<file path="src/rtl/exmem_skid_stage.sv">
// EX->MEM elastic stage: 2-entry skid (main + skid) with flush and a stall counter.
// Latency: 1 cycle from accept to out_* when downstream is not stalling.
// Backpressure: in_ready is registered and drops only when both entries are full.
module exmem_skid_stage #(
  parameter int DATA_W             = 101,
  parameter int CTRL_W             = 7,
  parameter int CNT_W              = 16,
  parameter int ZERO_DATA_ON_FLUSH = 0
) (
  input  logic              clk,
  input  logic              rst,
  input  logic              flush,
  input  logic              in_valid,
  output logic              in_ready,
  input  logic [DATA_W-1:0] in_data,
  input  logic [CTRL_W-1:0] in_ctrl,
  output logic              out_valid,
  input  logic              out_ready,
  output logic [DATA_W-1:0] out_data,
  output logic [CTRL_W-1:0] out_ctrl,
  output logic [CNT_W-1:0]  stall_cnt,
  input  logic              clr_cnt
);

  typedef enum logic [1:0] {
    S_EMPTY = 2'd0,
    S_ONE   = 2'd1,
    S_FULL  = 2'd2
  } state_t;

  state_t state, state_n;

  logic              in_ready_q;
  logic [DATA_W-1:0] main_data, skid_data;
  logic [CTRL_W-1:0] main_ctrl, skid_ctrl;

  logic accept, drain;
  logic ld_main_in, ld_main_skid, ld_skid, clr_skid, clr_main_ctrl;

  assign out_valid = (state != S_EMPTY);
  assign accept    = in_valid & in_ready_q;
  assign drain     = out_valid & out_ready;
  assign in_ready  = in_ready_q;
  assign out_data  = main_data;
  assign out_ctrl  = main_ctrl;

  // Next-state and register load enables; flush overrides every transition.
  always_comb begin
    state_n       = state;
    ld_main_in    = 1'b0;
    ld_main_skid  = 1'b0;
    ld_skid       = 1'b0;
    clr_skid      = 1'b0;
    clr_main_ctrl = 1'b0;
    if (flush) begin
      state_n = S_EMPTY;
    end else begin
      unique case (state)
        S_EMPTY: begin
          if (accept) begin
            ld_main_in = 1'b1;
            state_n    = S_ONE;
          end
        end
        S_ONE: begin
          if (accept && drain) begin
            ld_main_in = 1'b1;
          end else if (accept) begin
            ld_skid = 1'b1;
            state_n = S_FULL;
          end else if (drain) begin
            clr_main_ctrl = 1'b1;
            state_n       = S_EMPTY;
          end
        end
        S_FULL: begin
          // in_ready is low here, so nothing can be accepted
          if (drain) begin
            ld_main_skid = 1'b1;
            clr_skid     = 1'b1;
            state_n      = S_ONE;
          end
        end
        default: state_n = S_EMPTY;
      endcase
    end
  end

  // State register plus the registered ready, which tracks the next state.
  always_ff @(posedge clk or posedge rst) begin
    if (rst) begin
      state      <= S_EMPTY;
      in_ready_q <= 1'b1;
    end else begin
      state      <= state_n;
      in_ready_q <= (state_n != S_FULL);
    end
  end

  // Main register: control is zeroed whenever it holds a bubble.
  always_ff @(posedge clk or posedge rst) begin
    if (rst) begin
      main_data <= '0;
      main_ctrl <= '0;
    end else if (flush) begin
      main_ctrl <= '0;
      if (ZERO_DATA_ON_FLUSH != 0) main_data <= '0;
    end else if (ld_main_in) begin
      main_data <= in_data;
      main_ctrl <= in_ctrl;
    end else if (ld_main_skid) begin
      main_data <= skid_data;
      main_ctrl <= skid_ctrl;
    end else if (clr_main_ctrl) begin
      main_ctrl <= '0;
    end
  end

  // Skid register: absorbs the word accepted while downstream is stalled.
  always_ff @(posedge clk or posedge rst) begin
    if (rst) begin
      skid_data <= '0;
      skid_ctrl <= '0;
    end else if (flush) begin
      skid_ctrl <= '0;
      if (ZERO_DATA_ON_FLUSH != 0) skid_data <= '0;
    end else if (ld_skid) begin
      skid_data <= in_data;
      skid_ctrl <= in_ctrl;
    end else if (clr_skid) begin
      skid_data <= '0;
      skid_ctrl <= '0;
    end
  end

  // Saturating stall counter; clear beats increment, flush leaves it alone.
  always_ff @(posedge clk or posedge rst) begin
    if (rst) begin
      stall_cnt <= '0;
    end else if (clr_cnt) begin
      stall_cnt <= '0;
    end else if (out_valid && !out_ready && (stall_cnt != {CNT_W{1'b1}})) begin
      stall_cnt <= stall_cnt + {{(CNT_W-1){1'b0}}, 1'b1};
    end
  end

endmodule
</file>
<file path="config.mk">
export PLATFORM = sky130hd
export DESIGN_NAME = exmem_skid_stage
export DESIGN_NICKNAME = d
export VERILOG_FILES = /design/src/rtl/exmem_skid_stage.sv
export SDC_FILE = /design/constraint.sdc
export NUM_CORES = 1
export LEC_CHECK = 0
export BUFFER_PORTS_ARGS = -buffer_cell sky130_fd_sc_hd__buf_4
export CORE_UTILIZATION = 30
export DETAILED_ROUTE_END_ITERATION = 8
export PLACE_DENSITY = 0.56
export RECOVER_POWER = 25
export SYNTH_ARGS = -nofsm -noshare
export SYNTH_HDL_FRONTEND = slang
export SYNTH_SLANG_ARGS = --single-unit
</file>
<file path="constraint.sdc">
create_clock -name clk -period 9.25 [get_ports clk]
set_input_delay 1.3875 -clock clk [delete_from_list [all_inputs] [get_ports clk]]
set_output_delay 1.3875 -clock clk [all_outputs]
set_load 0.005 [all_outputs]
</file>
Word-level counts from Yosys, hierarchy flattened
Index checks and enable logic that the tools add are counted.

word-level totals
  flip-flop bits (word level) = 235
  input bits = 114
  output and inout port bits = 126
  logic and storage cells = 62

operators by class
  add/subtract/negate cells = 1
  equality and inequality tests = 4
  mux-type cells = 34
  bitwise gates (word level) = 3
  reductions and logical operators = 13

operator list
  cell                                                             count
  101-bit 2-to-1 mux                                               4
  7-bit 2-to-1 mux                                                 7
  16-bit 2-to-1 mux                                                2
  16-bit by 1-bit adder with 16-bit output, second input constant  1
  16-bit != test, second input constant                            1
  1-bit 2-to-1 mux                                                 13
  2-bit 2-to-1 mux                                                 6
  2-bit nonzero test                                               4
  2-bit one-hot mux with 3 select lines                            1
  2-bit AND reduction                                              2
  4-bit nonzero test                                               1
  1-bit logical AND                                                3
  3-bit nonzero test                                               1
  1-bit bitwise AND                                                2
  2-bit by 1-bit == test with 1-bit output, second input constant  1
  2-bit == test, second input constant                             1
  2-bit zero test                                                  1
  2-bit != test, second input constant                             1
  1-bit one-hot mux with 2 select lines                            1
  1-bit zero test                                                  1
  1-bit NOT                                                        1

Logic depth before layout (Yosys ltp)
  depth in word-level cells = 11
  depth in mapped cells = 8
  mapped depth without buffers = 5

Least setup slack after synthesis
No wires, ideal clock.

  path type = input port to flip-flop
  start point = input flush
  end point = register main_data[59] (netlist: out_data[59])
  setup time = 129 ps
  data arrival time = 2627 ps
  required time = 9121 ps
  slack = 6494 ps
  stages = 7
  path buffers = 4
  cell sequence = clkbuf_2 -> or4_1 -> buf_2 -> buf_6 -> buf_4 -> nor2_1 -> a31oi_2

on the way
  word-level cells in the longest chain between the ends = 3
  elaborated cells between the ends (all ways) = 6
  classes of those cells = 3 x mux; 1 x bitwise; 2 x reduce/logical

ends and longest elaborated chain
  what                           RTL line  text
  start: declaration             12        input logic flush,
  1-bit 2-to-1 mux               55        if (flush) begin
  2-bit nonzero test (no line)   n/a
  2-bit AND reduction (no line)  n/a
  end signal: assignment         109       main_data <= in_data;
  end signal: assignment         112       main_data <= skid_data;
  end: declaration               34        logic [DATA_W-1:0] main_data, skid_data;

Parallel ways exist; a longest one is shown, timed or not.
A chain may end at the register's enable or synchronous reset.

==> summary.md <==
| Metric | Value |
|---|---|
| Status | finished, violations left |
| Failing checks | capacitance limit, slew limit |
| Final Slew Violations | 92 |
| # IOs | 240 |
| Slew HR | -1.770 |
| Final Cell Area | approximately 13000 um^2 |
| CTS tree | done |
| Cell count after synthesis | 1157 |
| # H-tree levels | 1 |
| Lkg Pwr | 0.006081 uW |
| Pwr dens | 221.8 nW/um^2 |
| Yosys warns | 0 |
| Sequential share of the synthesized area | 0.5670 |
| Detailed Routing Iterations Pass 1 | 5 |
| Hold WC Path Type | register to register |
| Crit path cell chain | clkbuf_4, clkinvlp_2, buf_4 |
| CP top delay family | buffers and inverters |
| Largest net degree at the start of global routing | approximately 110 |
| Worst Tran Pin Value | 4.132 ns |
| Crit-path max cell delay | 2.29 ns |
| Post-layout util | 0.3898 |
| Peak supply drop | 0.1484 mV |
| Tcrit/Tclk final | 0.4824 |
| Critical-path maximum fanout | 91 |
| Synth cell count leaders | 411 x nand2_1, 234 x dfrtp_1, 109 x o21ai_0 |
| Crit path max-delay cell type | clkinvlp_2 |
| Syn nets | ~1300 |
| Hold Crit Depth | 1 |
| Post-DP HPWL | 16470 um |
| Final hold slack | between 0.4 and 0.5 ns |
| CP Depth | 3 |
| Vias in the first global route | roughly 8200 |
| Setup TNS | 0 ns |
| Synth top area share | 0.5645 |
| DP Area | around 12000 um^2 |
| Vias | 8708 |
| Max cap viols | 1 |
| DRT antenna net count | 0 |
| Synth unique cells | 40 |
| WS Path Type | primary input to async pin |
| Routability cong. | 0.7884 |
| Total gr overflow | 0 |
| Starting Density | 0.3071 |
| WP data required | 9.76 ns |
| Core Area | 33780 um^2 |
| CTS Root Cell | clkbuf_16 |
| Arr. time, crit path | 4.97 ns |
| First-pass GRT wire length | ~44000 um |
| Reg2Reg Depth | 6 |
| Clock buffer depth | 3 |
| Die H | 188.0 um |
| Synth area leader | dfrtp_1 |
| Postcts setup bufs | 0 |
| Worst setup SP type | primary input |
| Share of cells above drive strength 1 | 0.2197 |
| Post-route minimum period | 4.462 ns |
| RSZ-0062 raised after global routing | false |
| Initial drt markers | 557 |
| PortBufs | 239 |
| Synth Area per Inst | 8.966 um^2 |
| Synth Cell Area | 10370 um^2 |
| # fillers | roughly 3400 |
| Number of CTS-inserted buffers | 28 |
| CTS clk-pin slew, worst paths | 0.06 ns |
| GRT Total Usage | 0.1495 |
| Largest cells by area after synthesis | dfrtp_1 56%, nand2_1 15%, a31oi_1 5.5% |
| Flops & latches, synth | roughly 240 |
| Wirelength per Cell | 14.79 um |
| Most frequent cell after synthesis | nand2_1 |
| Number of core rows | 67 |
| Number of flops mapped to enable cells by yosys | 0 |
| Antenna violations before repair | 0 |
| Total Wirelength | 26890 um |
| Worst skew pair latency | roughly 0.53 ns |
| CP Buf/Inv Count | 3 |
| Post-route DRC | 0 |
| CTS resizes | 0 |
| Final Setup Violations | 0 |
| DIE AREA | ~35000 um^2 |
| Max Clock Skew | 0.01318 ns |
| Max Freq | 224.1 MHz |
| Hold-fix buffers at CTS | 0 |
| Crit end category | async pin |
| Area Growth Syn to Fin | 26.96% |
| Synth async-reset ratio | 1.000 |
| Vias per inst | 4.790 |
| Hold Fails Final Rpt | 0 |
| Ys flop type | dfrtp_1 |
| Antenna diode count | 0 |
| Die Wd | around 190 um |
| Final net count | 1466 |
| CTS sink count | 235 |
## kinds of logic after synthesis
logic type / Yosys count / share of synthesized area
fa+ha+maj: 1 / 0.001206
simple gates: 573 / 0.2237
xor+xnor: 1 / 0.0008444
flops: 235 / 0.5670
buf+inv: 89 / 0.05295
compound gates: 253 / 0.1491
mux: 5 / 0.005186
## cell type report
| class | instances | area, um^2 | area share |
|---|---|---|---|
| inverters | 3 | 12.51 | 0.0009500 |
| clock inverters | 6 | 105.1 | 0.007980 |
| multi-input cells | 833 | 3943 | 0.2994 |
| repair buffers | 250 | 1839 | 0.1397 |
| flip-flops and latches | 235 | 5882 | 0.4466 |
| clock buffers | 43 | 828.3 | 0.06289 |
| well taps | 448 | 560.5 | 0.04256 |
## where the power goes
part           switching, uW  total, uW  internal, uW
Sequential               116       1350          1240
Clock                    421       1110           693
Combinational            219        452           234
## flip-flops by register name, summed over array words and instances, names as in the netlist
signal,count
out_ctrl,7
skid_data,101
skid_ctrl,7
stall_cnt,16
state,2
out_data,101
in_ready,1
## layer usage
metal  GRT usage  vias up  wire (um)
met5           0        -          0
met3     0.03668       43       1874
met1      0.2050     4165      12100
met2      0.2352      237      12250
met4     0.03877        0        669
li1            -     4263          -
## final timing paths
path / startpoint / endpoint / slack [ns]
max: rst / out_data[54]$_DFFE_PP0P_ / 4.79
min: out_ctrl[0]$_DFFE_PP0P_ / out_ctrl[0]$_DFFE_PP0P_ / 0.48
max reg2reg: state[1]$_DFF_PP0_ / out_data[25]$_DFFE_PP0P_ / 6.56
min reg2reg: out_ctrl[0]$_DFFE_PP0P_ / out_ctrl[0]$_DFFE_PP0P_ / 0.48
max in group clk: out_ready / out_data[25]$_DFFE_PP0P_ / 5.98
min in group asynchronous: rst / stall_cnt[13]$_DFFE_PP0P_ / 2.11
## metrics by stage
step | worst slack (ns) | std cells | power [uW]
floorplan | 1.418 | 1157 | 1586
global placement | 5.683 | 1769 | 1827
detailed placement | 5.569 | 1769 | 1839
CTS | 6.122 | 1818 | 2982
global route | 3.959 | 1818 | 3095
finish | 4.788 | 1818 | 2921
## cell usage in the layout, fill, tap and decap left out, types with 14 or more instances in the layout
master / synthesis / layout
nor2_1: 108 / 108
clkbuf_1: 27 / 19
nand2_1: 411 / 411
a22o_1: 14 / 14
o21ai_0: 109 / 109
a31oi_1: 92 / 92
clkbuf_16: 0 / 29
a21oi_1: 14 / 14
buf_4: 9 / 205
dfrtp_1: 234 / 234
clkbuf_4: 0 / 35
Note: power is estimated with default switching activity, not from simulation.
